## config.mk

```make
export PLATFORM = sky130hd
export DESIGN_NAME = memory_window_fetch
export DESIGN_NICKNAME = d
export VERILOG_FILES = /design/src/rtl/memory_window_fetch.sv
export SDC_FILE = /design/constraint.sdc
export NUM_CORES = 1
export LEC_CHECK = 0
export CORE_MARGIN = 2
export CORE_UTILIZATION = 45
export CTS_BUF_LIST = sky130_fd_sc_hd__clkbuf_4 sky130_fd_sc_hd__clkbuf_8
export CTS_CLUSTER_SIZE = 40
export DETAILED_ROUTE_END_ITERATION = 10
export GPL_ROUTABILITY_DRIVEN = 0
export PLACE_DENSITY = 0.69
export SYNTH_ARGS = -nofsm -noshare
export SYNTH_HDL_FRONTEND = slang
export SYNTH_SLANG_ARGS = --single-unit
```

## constraint.sdc

```tcl
create_clock -name CLK -period 7.62 [get_ports CLK]
set_input_delay 1.524 -clock CLK [delete_from_list [all_inputs] [get_ports CLK]]
set_output_delay 1.524 -clock CLK [all_outputs]
set_load 0.03 [all_outputs]
```

## src/rtl/memory_window_fetch.sv

```systemverilog
// Fetches a horizontal or vertical run of up to MAX_COUNT elements from a row-major
// image memory, zero-padding out-of-bounds elements, and returns them packed on READ.
module memory_window_fetch #(
  parameter int DATA_W      = 16,
  parameter int IDX_W       = 16,
  parameter int ADDR_W      = 32,
  parameter int MAX_COUNT   = 3,
  parameter int MEM_LATENCY = 1,
  parameter int SIGN_EXT    = 1
) (
  input  logic                                 CLK,
  input  logic                                 RESET,
  input  logic                                 START,
  input  logic                                 MODE,
  input  logic [$clog2(MAX_COUNT+1)-1:0]       COUNT,
  input  logic [2*IDX_W-1:0]                   INDEX,
  input  logic [ADDR_W-1:0]                    BASE_ADDR,
  input  logic [IDX_W-1:0]                     IMG_WIDTH,
  input  logic [IDX_W-1:0]                     IMG_HEIGHT,
  output logic [ADDR_W-1:0]                    MemAddr,
  output logic                                 MemRe,
  input  logic [DATA_W-1:0]                    MemData,
  output logic [MAX_COUNT*DATA_W-1:0]          READ,
  output logic [ADDR_W-1:0]                    READ_SCALAR,
  output logic                                 HANDSHAKE,
  output logic                                 BUSY,
  output logic                                 OOB
);
  localparam int CW = $clog2(MAX_COUNT+1);
  localparam int MW = 2*IDX_W+2;

  typedef enum logic [1:0] {IDLE, ISSUE, DRAIN, DONE} state_t;

  state_t              state_reg;
  logic [IDX_W-1:0]    row_reg, col_reg, width_reg, height_reg;
  logic                mode_reg;
  logic [ADDR_W-1:0]   base_reg;
  logic [CW-1:0]       n_reg, k_reg, n_next;

  // Stage 0 is aligned with the issued MemAddr; stage MEM_LATENCY lines up with MemData.
  logic [MEM_LATENCY:0] tag_valid_reg, tag_inb_reg;
  logic [CW-1:0]        tag_slot_reg [MEM_LATENCY+1];

  logic [IDX_W:0]       k_ext, r_ext, c_ext;
  logic                 elem_inb;
  logic [ADDR_W-1:0]    elem_addr;
  logic                 exit_valid, capture, last_exit;
  logic [CW-1:0]        exit_slot;
  logic [DATA_W-1:0]    slot0_next;
  logic [ADDR_W-1:0]    scalar_next;

  always_comb begin
    n_next = COUNT;
    if (COUNT == '0)
      n_next = CW'(1);
    else if (COUNT > CW'(MAX_COUNT))
      n_next = CW'(MAX_COUNT);
  end

  // One extra index bit so that row/col overflow lands out of bounds instead of wrapping.
  always_comb begin
    k_ext     = (IDX_W+1)'(k_reg);
    r_ext     = {1'b0, row_reg} + (mode_reg ? k_ext : '0);
    c_ext     = {1'b0, col_reg} + (mode_reg ? '0 : k_ext);
    elem_inb  = (r_ext < {1'b0, height_reg}) && (c_ext < {1'b0, width_reg});
    elem_addr = base_reg + ADDR_W'(MW'(r_ext) * MW'(width_reg)) + ADDR_W'(c_ext);
  end

  assign exit_valid = tag_valid_reg[MEM_LATENCY];
  assign exit_slot  = tag_slot_reg[MEM_LATENCY];
  assign capture    = exit_valid && tag_inb_reg[MEM_LATENCY];
  assign last_exit  = exit_valid && (exit_slot == n_reg - 1'b1);

  always_comb begin
    slot0_next = READ[DATA_W-1:0];
    if (capture && exit_slot == '0)
      slot0_next = MemData;
    scalar_next = {ADDR_W{(SIGN_EXT != 0) && slot0_next[DATA_W-1]}};
    scalar_next[DATA_W-1:0] = slot0_next;
  end

  always_ff @(posedge CLK or negedge RESET) begin
    if (!RESET) begin
      state_reg     <= IDLE;
      row_reg       <= '0;
      col_reg       <= '0;
      width_reg     <= '0;
      height_reg    <= '0;
      mode_reg      <= 1'b0;
      base_reg      <= '0;
      n_reg         <= '0;
      k_reg         <= '0;
      tag_valid_reg <= '0;
      tag_inb_reg   <= '0;
      for (int s = 0; s <= MEM_LATENCY; s++)
        tag_slot_reg[s] <= '0;
      MemAddr       <= '0;
      MemRe         <= 1'b0;
      READ          <= '0;
      READ_SCALAR   <= '0;
      HANDSHAKE     <= 1'b0;
      BUSY          <= 1'b0;
      OOB           <= 1'b0;
    end else begin
      HANDSHAKE        <= 1'b0;
      MemRe            <= 1'b0;
      tag_valid_reg[0] <= 1'b0;
      for (int s = 1; s <= MEM_LATENCY; s++) begin
        tag_valid_reg[s] <= tag_valid_reg[s-1];
        tag_inb_reg[s]   <= tag_inb_reg[s-1];
        tag_slot_reg[s]  <= tag_slot_reg[s-1];
      end
      if (capture) begin
        for (int s = 0; s < MAX_COUNT; s++)
          if (exit_slot == CW'(s))
            READ[s*DATA_W +: DATA_W] <= MemData;
      end

      case (state_reg)
        IDLE: begin
          if (START) begin
            row_reg    <= INDEX[2*IDX_W-1:IDX_W];
            col_reg    <= INDEX[IDX_W-1:0];
            mode_reg   <= MODE;
            base_reg   <= BASE_ADDR;
            width_reg  <= IMG_WIDTH;
            height_reg <= IMG_HEIGHT;
            n_reg      <= n_next;
            k_reg      <= '0;
            READ       <= '0;
            OOB        <= 1'b0;
            BUSY       <= 1'b1;
            state_reg  <= ISSUE;
          end
        end
        ISSUE: begin
          tag_valid_reg[0] <= 1'b1;
          tag_inb_reg[0]   <= elem_inb;
          tag_slot_reg[0]  <= k_reg;
          if (elem_inb) begin
            MemRe   <= 1'b1;
            MemAddr <= elem_addr;
          end else begin
            OOB <= 1'b1;
          end
          k_reg <= k_reg + 1'b1;
          if (k_reg == n_reg - 1'b1)
            state_reg <= DRAIN;
        end
        DRAIN: begin
          if (last_exit) begin
            HANDSHAKE   <= 1'b1;
            READ_SCALAR <= scalar_next;
            state_reg   <= DONE;
          end
        end
        DONE: begin
          BUSY      <= 1'b0;
          state_reg <= IDLE;
        end
        default: state_reg <= IDLE;
      endcase
    end
  end
endmodule

```

==> results.cfg, run 1 <==
[cts]
htree_levels = 2
clk_latency_ns = 0.61
numCtsBuffers = 38
cts-root-buf = clkbuf_8
clk_path_buf_depth = 3
clkTransAtPathRegs_ns = 0.07
cts.sinks = 211
cts_tree = yes

[floorplanning]
start_util_pct = 45.4
fp.dieH_um = 212
ios = 234
die_area_mm2 = 0.0450
coreArea_mm2 = 0.0429
fp-row-count = 76
fp.dieW_um = 212

[outcome]
status = finished, violations left
violations = setup timing

[worst_setup_path]
cp-start-kind = flip-flop
crit_top_cell = fa_1
cpPeakStageDelay_ns = 0.57
worstPathMaxFanout = 6
cp-startpoint = mode_reg$_DFFE_PN0P_
crit_buf_inv = 6
cp.required_ns = 8.16
crit_family = adder cells
crit_path_end_kind = flip-flop
critical_path_arrival_ns = 8.22
path_class = flip-flop to flip-flop
worstReg2RegStart = mode_reg$_DFFE_PN0P_
critPathSlowestCell = fa_1

[sta]
drv_slew = 0
setup_viol_count_final = 4
finalSetupTns_ns = -0.111
maxSlewHeadroom_pct = 23.1
setup_ws_ns = -0.0618
fin_crit_sh_pct = 101
fmax_mhz = 130
rsz0062_at_grt = true
hold_viol = 0
tightest_slew_ns = 1.15
clock_skew_ns = 0.0478
period_needed_ns = 7.68

[yosys]
ys_seq_area_share_pct = 27.1
ys_types = 64
syn_inst = 2155
yosys_warnings = 0
synth_area_mm2 = 0.0195
ys_ff_latch = 211
synth_flop_cell = dfrtp_1
async_flop_share_pct = 100
synth-edff-count = 0
syn_area_per_cell_um2 = 9.04
synth_nets = 2663

[global_routing]
gr-total-overflow = 0
grt_pass1_wl_mm = 86.6
gr-usage-met1_pct = 31.4
grt_use_total_pct = 24.9
busiest_layer = met2
grt_max_degree = 106
grt_pass1_vias = 16600
use_met2_pct = 41.7
use_met3_pct = 4.08
antenna_found_initial = 4

[cells_and_area]
nets = 2965
drive_gt1_share_pct = 11.2
finalNonFillerCells = 3068
mostFrequentLayoutCells = 448 x nand2_1, 402 x inv_1, 248 x fa_1, 232 x clkdlybuf4s50_1, 211 x dfrtp_1
nFillCells = 3771
mostFrequentLayoutCell = nand2_1
largest_reg_flops = 48
area_growth_pct = 24.8

[drt]
drcViolationCount = 0
wire_per_inst_um = 17.5
num_vias = 15500
ant_nets = 0
first_pass_iters = 7
routed_wl_mm = 53.8
drtIter0Drc = 977
viasPerCell = 5.04

[placed_design]
dp_hpwl_mm = 42.4
place_inst = 2981
port_buffers = 233

[min_path]
hp-start = tag_valid_reg[0]$_DFF_PN0_
holdCritPathClass = flip-flop to flip-flop

[job]
cap_violations = 0
-- worst reg2reg max path: cells and delay by family (launching register included) --
family,cells,cell delay [ns]
XOR/XNOR,1,0.22
adder cells (fa/ha/maj),9,3.86
flip-flops,1,0.39
AO/OA/AOI/OAI,5,1.30
buffers and inverters,6,0.61
AND/OR/NAND/NOR,8,1.25
-- cell type report --
cell class | count | area, um2 | share of cell area (%)
flip-flops and latches | 211 | 5280 | 21.7
well taps | 585 | 732 | 3.01
clock inverters | 13 | 164 | 0.674
clock buffers | 49 | 631 | 2.59
diodes | 4 | 10.0 | 0.0412
repair buffers | 356 | 3330 | 13.7
multi-input cells | 1429 | 12600 | 51.7
inverters | 421 | 1590 | 6.54
-- per-layer routing --
metal	part of all wire (%)	wire, um	vias to the layer above
li1	-	-	7130
met1	41	22000	7663
met2	48	25700	530
met3	6.4	3420	134
met4	4.9	2650	0
met5	0	0	-
-- metrics by stage --
stage / cell area, um2 / hold WS (ns) / worst slack, ns / utilization, %
2_1_floorplan: 19500 / 0.331 / -0.0152 / -
3_3_place_gp: 22900 / 0.333 / -0.142 / 53.5
3_5_place_dp: 22900 / 0.343 / -0.369 / 53.5
4_1_cts: 24100 / 0.358 / -0.0798 / 56.2
5_1_grt: 24300 / 0.376 / -0.339 / 56.7
6_report: 24300 / 0.356 / -0.0618 / 56.7
-- timing repair --
| item | 4_1_cts | 5_1_grt |
|---|---|---|
| pin swaps | 40 | 44 |
| buffers inserted | 14 | 6 |
| setup endpoints to repair | 8 | 10 |
| hold buffers | 0 | 0 |
| gates resized for setup | 51 | 53 |
| cloned | 1 | 0 |
-- kinds of logic after synthesis --
logic type / synth area share, %
xor gates and xnor gates: 2.61
DFF: 27.1
muxes: 1.50
adders and majority gates: 34.9
and+or+nand+nor: 16.4
buffers and inverters: 10.5
AOI/OAI and AO/OA: 6.90
-- cells in the mapped netlist, drive strengths merged, types with 4 or more instances --
| master | number | area share (%) |
|---|---|---|
| nand2 | 453 | 8.7 |
| inv | 416 | 8.0 |
| fa | 257 | 26 |
| dfrtp | 211 | 27 |
| ha | 133 | 8.5 |
| o21ai | 117 | 3.0 |
| and2 | 105 | 3.4 |
| nor2 | 83 | 1.6 |
| clkbuf | 68 | 1.3 |
| a21oi | 61 | 1.6 |
| xor2 | 31 | 1.4 |
| xnor2 | 27 | 1.2 |
| buf | 26 | 1.1 |
| mux2i | 19 | 0.98 |
| nand3 | 19 | 0.55 |
| a21o | 14 | 0.55 |
| nand2b | 11 | 0.35 |
| mux2 | 9 | 0.52 |
| and3 | 7 | 0.22 |
| and4 | 7 | 0.32 |
| a31oi | 6 | 0.19 |
| nand4 | 6 | 0.19 |
| nor3 | 6 | 0.15 |
| clkinv | 5 | 0.096 |
| nor2b | 5 | 0.16 |
| o21a | 5 | 0.19 |
| a211oi | 4 | 0.15 |
| nand3b | 4 | 0.15 |
| o211ai | 4 | 0.18 |
| o31ai | 4 | 0.15 |
| or3 | 4 | 0.13 |
-- path summary, 6_finish.rpt --
kind	depth (start not counted)	slack, ns	end
worst max register to register	29	-0.06	MemAddr[31]$_DFFE_PN0P_
max in group asynchronous	2	5.23	MemAddr[19]$_DFFE_PN0P_
min in group asynchronous	1	0.92	READ_SCALAR[14]$_DFFE_PN0P_
worst max-delay path	29	-0.06	MemAddr[31]$_DFFE_PN0P_
worst min-delay path	0	0.36	tag_valid_reg[1]$_DFF_PN0_
worst min register to register	0	0.36	tag_valid_reg[1]$_DFF_PN0_
Power of run 1 is left out: the tool's default activity adds up to more than one toggle a clock period on the data nets, which glitch-free logic cannot reach.
==> inputs of run 2 (changes only) <==
--- a/config.mk
+++ b/config.mk
@@ -11,6 +11,7 @@
 export CTS_CLUSTER_SIZE = 40
 export DETAILED_ROUTE_END_ITERATION = 10
 export GPL_ROUTABILITY_DRIVEN = 0
+export MAX_ROUTING_LAYER = met4
 export PLACE_DENSITY = 0.69
 export SYNTH_ARGS = -nofsm -noshare
 export SYNTH_HDL_FRONTEND = slang
==> run 2 against run 1 <==
  * The run still ends with setup timing left
  * Register-to-register slack hardly changed
  * Core utilization is 0.061 points lower
  * Clock skew increased by 0.00069 ns
  * Worst setup slack about the same
  * Maximum frequency is essentially flat
  * Critical path type unchanged
  * Largest cell class unchanged
==> results.cfg, run 2 (synthesis gave the netlist of run 1 again) <==
[cells_and_area]
fin_area_mm2 = 0.0243
mostFrequentLayoutCell = nand2_1
mostFrequentLayoutCells = 451 x nand2_1, 407 x inv_1, 249 x fa_1, 232 x clkdlybuf4s50_1, 211 x dfrtp_1
nets = 2964
drive_gt1_share_pct = 10.8
largest_reg_flops = 48
area_growth_pct = 24.7

[worst_setup_path]
cp-startpoint = mode_reg$_DFFE_PN0P_
worstReg2RegStart = mode_reg$_DFFE_PN0P_
cp-endpoint = MemAddr[31]$_DFFE_PN0P_
critical_path_cell_count = 28
critical_path_arrival_ns = 8.23
critPathSlowestCell = fa_1
path_class = flip-flop to flip-flop
crit_buf_inv = 4
cpPeakStageDelay_ns = 0.54
crit_path_end_kind = flip-flop
worstPathMaxFanout = 6
crit_family = adder cells
reg2reg_to = MemAddr[31]$_DFFE_PN0P_
worstRegToRegCells = 28
crit_top_cell = fa_1
ff2ff_setup_slack_ns = -0.06
cp.required_ns = 8.16
cp-start-kind = flip-flop

[floorplanning]
fp.dieH_um = 212
fp.dieW_um = 212
fp-row-count = 76
coreArea_mm2 = 0.0429
ios = 234
die_area_mm2 = 0.0450
start_util_pct = 45.4

[job]
cap_violations = 0

[sta]
holdWs_ns = 0.357
tightest_slew_ns = 1.16
period_needed_ns = 7.68
hold_viol = 0
setup_viol_count_final = 2
maxSlewHeadroom_pct = 22.2
rsz0062_at_grt = true
fmax_mhz = 130
drv_slew = 0
clock_skew_ns = 0.0485
fin_crit_sh_pct = 101
setup_ws_ns = -0.0621

[drt]
drtIter0Drc = 1077
first_pass_iters = 7
drcViolationCount = 0
ant_nets = 0
num_vias = 15500
viasPerCell = 5.05
wire_per_inst_um = 17.6
routed_wl_mm = 53.9

[cts]
holdBufCountCts = 0
numCtsBuffers = 38
clk_path_buf_depth = 3
clkTransAtPathRegs_ns = 0.07
clk_latency_ns = 0.62
cts-root-buf = clkbuf_8
htree_levels = 2
cts.sinks = 211
cts_tree = yes

[outcome]
violations = setup timing
status = finished, violations left

[global_routing]
antenna_found_initial = 4
gr-total-overflow = 0
grt_pass1_wl_mm = 86.6
grt_use_total_pct = 25.7
grt_pass1_vias = 16600
grt_max_degree = 106

[placed_design]
port_buffers = 233
dp_hpwl_mm = 42.4
dpl-instance-area_mm2 = 0.0229

[min_path]
holdCritPathClass = flip-flop to flip-flop
[run 2: repair_timing]
item,in CTS,in global routing
cloned,1,0
endpoints found under the setup margin,8,10
resized for setup,51,45
pin swaps,40,33
buffers inserted,14,5
[run 2: area by class of cell]
class | count | area (um2)
clock inverters | 13 | 164
repair buffers | 355 | 3320
well taps | 585 | 732
inverters | 421 | 1590
diodes | 4 | 10.0
clock buffers | 49 | 631
fillers | 3781 | 18600
multi-input cells | 1429 | 12600
flip-flops and latches | 211 | 5280
[run 2: worst min path at each step]
stage	from	endpoint	slack (ns)	depth (start not counted)
after floorplan	tag_valid_reg[0]$_DFF_PN0_	tag_valid_reg[1]$_DFF_PN0_	0.33	0
after detailed placement	tag_valid_reg[0]$_DFF_PN0_	tag_valid_reg[1]$_DFF_PN0_	0.34	0
after global routing	tag_slot_reg[2]$_DFFE_PN0P_	exit_slot[0]$_DFF_PN0_	0.38	0
final	tag_valid_reg[0]$_DFF_PN0_	tag_valid_reg[1]$_DFF_PN0_	0.36	0
after global placement	tag_valid_reg[0]$_DFF_PN0_	tag_valid_reg[1]$_DFF_PN0_	0.33	0
after CTS	tag_valid_reg[0]$_DFF_PN0_	tag_valid_reg[1]$_DFF_PN0_	0.36	0
[run 2: worst reg2reg max path: cells and delay by family (launching register included)]
| kind | cells | cell delay, ns |
|---|---|---|
| adders and majority gates | 9 | 3.81 |
| xor gates and xnor gates | 1 | 0.17 |
| AOI/OAI and AO/OA | 5 | 1.38 |
| and+or+nand+nor | 9 | 1.51 |
| DFF | 1 | 0.39 |
| buffers and inverters | 4 | 0.38 |
[run 2: layer usage]
layer / wire length (um) / vias up / global-route usage [%]
li1: - / 7137 / -
met1: 22000 / 7688 / 31.7
met2: 25900 / 521 / 41.8
met3: 3460 / 141 / 3.77
met4: 2540 / 0 / 12.0
met5: 0 / - / -
[run 2: metrics by stage]
| step | utilization, % | setup slack, ns | TNS [ns] | cells |
|---|---|---|---|---|
| 6_report | 56.6 | -0.0621 | -0.0902 | 3067 |
| 5_1_grt | 56.6 | -0.368 | -1.72 | 3067 |
| 4_1_cts | 56.2 | -0.0798 | -0.123 | 3058 |
| 3_5_place_dp | 53.5 | -0.369 | -1.73 | 2981 |
| 3_3_place_gp | 53.5 | -0.142 | -0.459 | 2981 |
| 2_1_floorplan | - | -0.0152 | -0.0152 | 2155 |
Power of run 2 is left out for the same reason.
==> inputs of run 3 (changes only) <==
--- a/config.mk
+++ b/config.mk
@@ -5,14 +5,16 @@
 export SDC_FILE = /design/constraint.sdc
 export NUM_CORES = 1
 export LEC_CHECK = 0
+export ABC_CLOCK_PERIOD_IN_PS = 7620
+export CORE_ASPECT_RATIO = 1.75
 export CORE_MARGIN = 2
 export CORE_UTILIZATION = 45
 export CTS_BUF_LIST = sky130_fd_sc_hd__clkbuf_4 sky130_fd_sc_hd__clkbuf_8
 export CTS_CLUSTER_SIZE = 40
 export DETAILED_ROUTE_END_ITERATION = 10
+export DONT_BUFFER_PORTS = 1
 export GPL_ROUTABILITY_DRIVEN = 0
 export MAX_ROUTING_LAYER = met4
-export PLACE_DENSITY = 0.69
 export SYNTH_ARGS = -nofsm -noshare
 export SYNTH_HDL_FRONTEND = slang
 export SYNTH_SLANG_ARGS = --single-unit
==> run 3 against run 2 <==
  * The run still ends with setup timing left
  * Clock skew fell by 0.022 ns
  * Non-clock buffer count is 216 lower
  * Routed wire length fell by 0.47%
  * Worst setup slack improved by 0.055 ns
  * Critical path depth up 1
  * First-iteration DRC count fell by 39%
  * Count of clock-buffer cells in the layout shrank 1
  * Die area is 0.15% higher
  * Hold slack got worse by 0.0057 ns
  * Register-to-register slack better by 0.06 ns
==> results.cfg, run 3 (synthesis gave the netlist of run 1 again) <==
[outcome]
status = finished, violations left
violations = setup timing

[cells_and_area]
drive_gt1_share_pct = 13.5
nFillCells = 3919
mostFrequentLayoutCells = 446 x nand2_1, 409 x inv_1, 245 x fa_1, 210 x dfrtp_1, 126 x buf_4
area_growth_pct = 13.7
seqCellArea_mm2 = 0.00528
largest_reg_flops = 48
multiInputGateArea_mm2 = 0.0127
nets = 2744
mostFrequentLayoutCell = nand2_1
fin_area_mm2 = 0.0222
finalNonFillerCells = 2824

[min_path]
holdCritPathClass = flip-flop to flip-flop

[global_routing]
antenna_found_initial = 1
grt_max_degree = 212
grt_pass1_vias = 16300
grt_pass1_wl_mm = 85.3
gr-total-overflow = 0
grt_use_total_pct = 25.2

[worst_setup_path]
cpPeakStageDelay_ns = 0.56
ff2ff_setup_slack_ns = -0.007
cp-start-kind = flip-flop
path_class = flip-flop to flip-flop
worstPathMaxFanout = 6
crit_top_cell = fa_1
cp-endpoint = MemAddr[31]$_DFFE_PN0P_
reg2reg_to = MemAddr[31]$_DFFE_PN0P_
crit_path_end_kind = flip-flop
cp.required_ns = 8.10
worstRegToRegCells = 29
critical_path_arrival_ns = 8.11
critPathSlowestCell = fa_1
cp-startpoint = mode_reg$_DFFE_PN0P_
worstReg2RegStart = mode_reg$_DFFE_PN0P_

[drt]
drcViolationCount = 0
wire_per_inst_um = 19.0
first_pass_iters = 5
wl_met3_mm = 3.83
ant_nets = 0
drtIter0Drc = 656
met1Wirelength_mm = 18.9
route.met2.wl_mm = 27.5
num_vias = 14500
top_layer = met4
viasPerCell = 5.12
routed_wl_mm = 53.6

[cts]
cts.sinks = 211
cts-root-buf = clkbuf_8
clkTransAtPathRegs_ns = 0.07
clk_latency_ns = 0.58
htree_levels = 2
cts_tree = yes
numCtsBuffers = 34
clk_path_buf_depth = 3

[sta]
period_needed_ns = 7.63
clock_skew_ns = 0.0261
hold_viol = 0
setup_viol_count_final = 1
setup_ws_ns = -0.00666
fmax_mhz = 131
rsz0062_at_grt = true
drv_slew = 0
fin_crit_sh_pct = 100
tightest_slew_ns = 1.28
maxSlewHeadroom_pct = 14.2

[placed_design]
dp_hpwl_mm = 42.9
dpl-instance-area_mm2 = 0.0206
port_buffers = 0
place_inst = 2735

[job]
cap_violations = 0

[floorplanning]
fp.dieH_um = 279
ios = 234
fp-row-count = 100
start_util_pct = 45.7
fp.dieW_um = 161
coreArea_mm2 = 0.0427
die_area_mm2 = 0.0450
==> run 3: worst min path at each step <==
stage                          startpoint                          to  cells after the start
5_1_grt        tag_valid_reg[0]$_DFF_PN0_  tag_valid_reg[1]$_DFF_PN0_                      0
3_3_place_gp   tag_valid_reg[0]$_DFF_PN0_  tag_valid_reg[1]$_DFF_PN0_                      0
2_1_floorplan  tag_valid_reg[0]$_DFF_PN0_  tag_valid_reg[1]$_DFF_PN0_                      0
6_report       tag_valid_reg[0]$_DFF_PN0_  tag_valid_reg[1]$_DFF_PN0_                      0
3_5_place_dp   tag_valid_reg[0]$_DFF_PN0_  tag_valid_reg[1]$_DFF_PN0_                      0
4_1_cts        tag_valid_reg[0]$_DFF_PN0_  tag_valid_reg[1]$_DFF_PN0_                      0
==> run 3: final cells by class <==
cell class                 instances  area share (%)
clock buffer                      48            2.87
tap                              561            3.17
sequential                       211            23.8
clock inverter                    14           0.774
antenna                            1          0.0113
timing repair buffer             139            4.97
multi-input combinational       1429            57.1
inverter                         421            7.22
==> run 3: metrics by stage <==
step	util (%)	setup slack, ns	hold slack, ns	TNS (ns)
after CTS	51.1	-0.0152	0.354	-0.0152
after global placement	48.4	-0.326	0.334	-1.39
after floorplan	-	-0.0152	0.331	-0.0152
final	51.9	-0.00666	0.351	-0.00666
after detailed placement	48.4	-0.474	0.338	-2.30
after global routing	51.9	-0.242	0.360	-0.985
==> run 3: routing by layer <==
layer | GRT usage, % | up-vias
met2 | 44.3 | 483
met4 | 14.4 | 0
li1 | - | 6691
met1 | 25.5 | 7110
met3 | 5.59 | 179
met5 | - | -
==> run 3: critical path, delay by kind of cell (launching register included) <==
| family | cells | cell delay, ns |
|---|---|---|
| flops | 1 | 0.40 |
| compound gates | 5 | 1.27 |
| buf+inv | 5 | 0.43 |
| xor+xnor | 1 | 0.17 |
| fa+ha+maj | 9 | 3.80 |
| simple gates | 9 | 1.43 |
==> run 3: repair_timing <==
action,CTS,global route
hold buffers,0,0
pin swaps,33,55
hold endpoints to repair,0,0
gates resized for setup,54,60
setup endpoints to repair,8,10
buffers inserted,13,16
Power of run 3 is left out for the same reason.
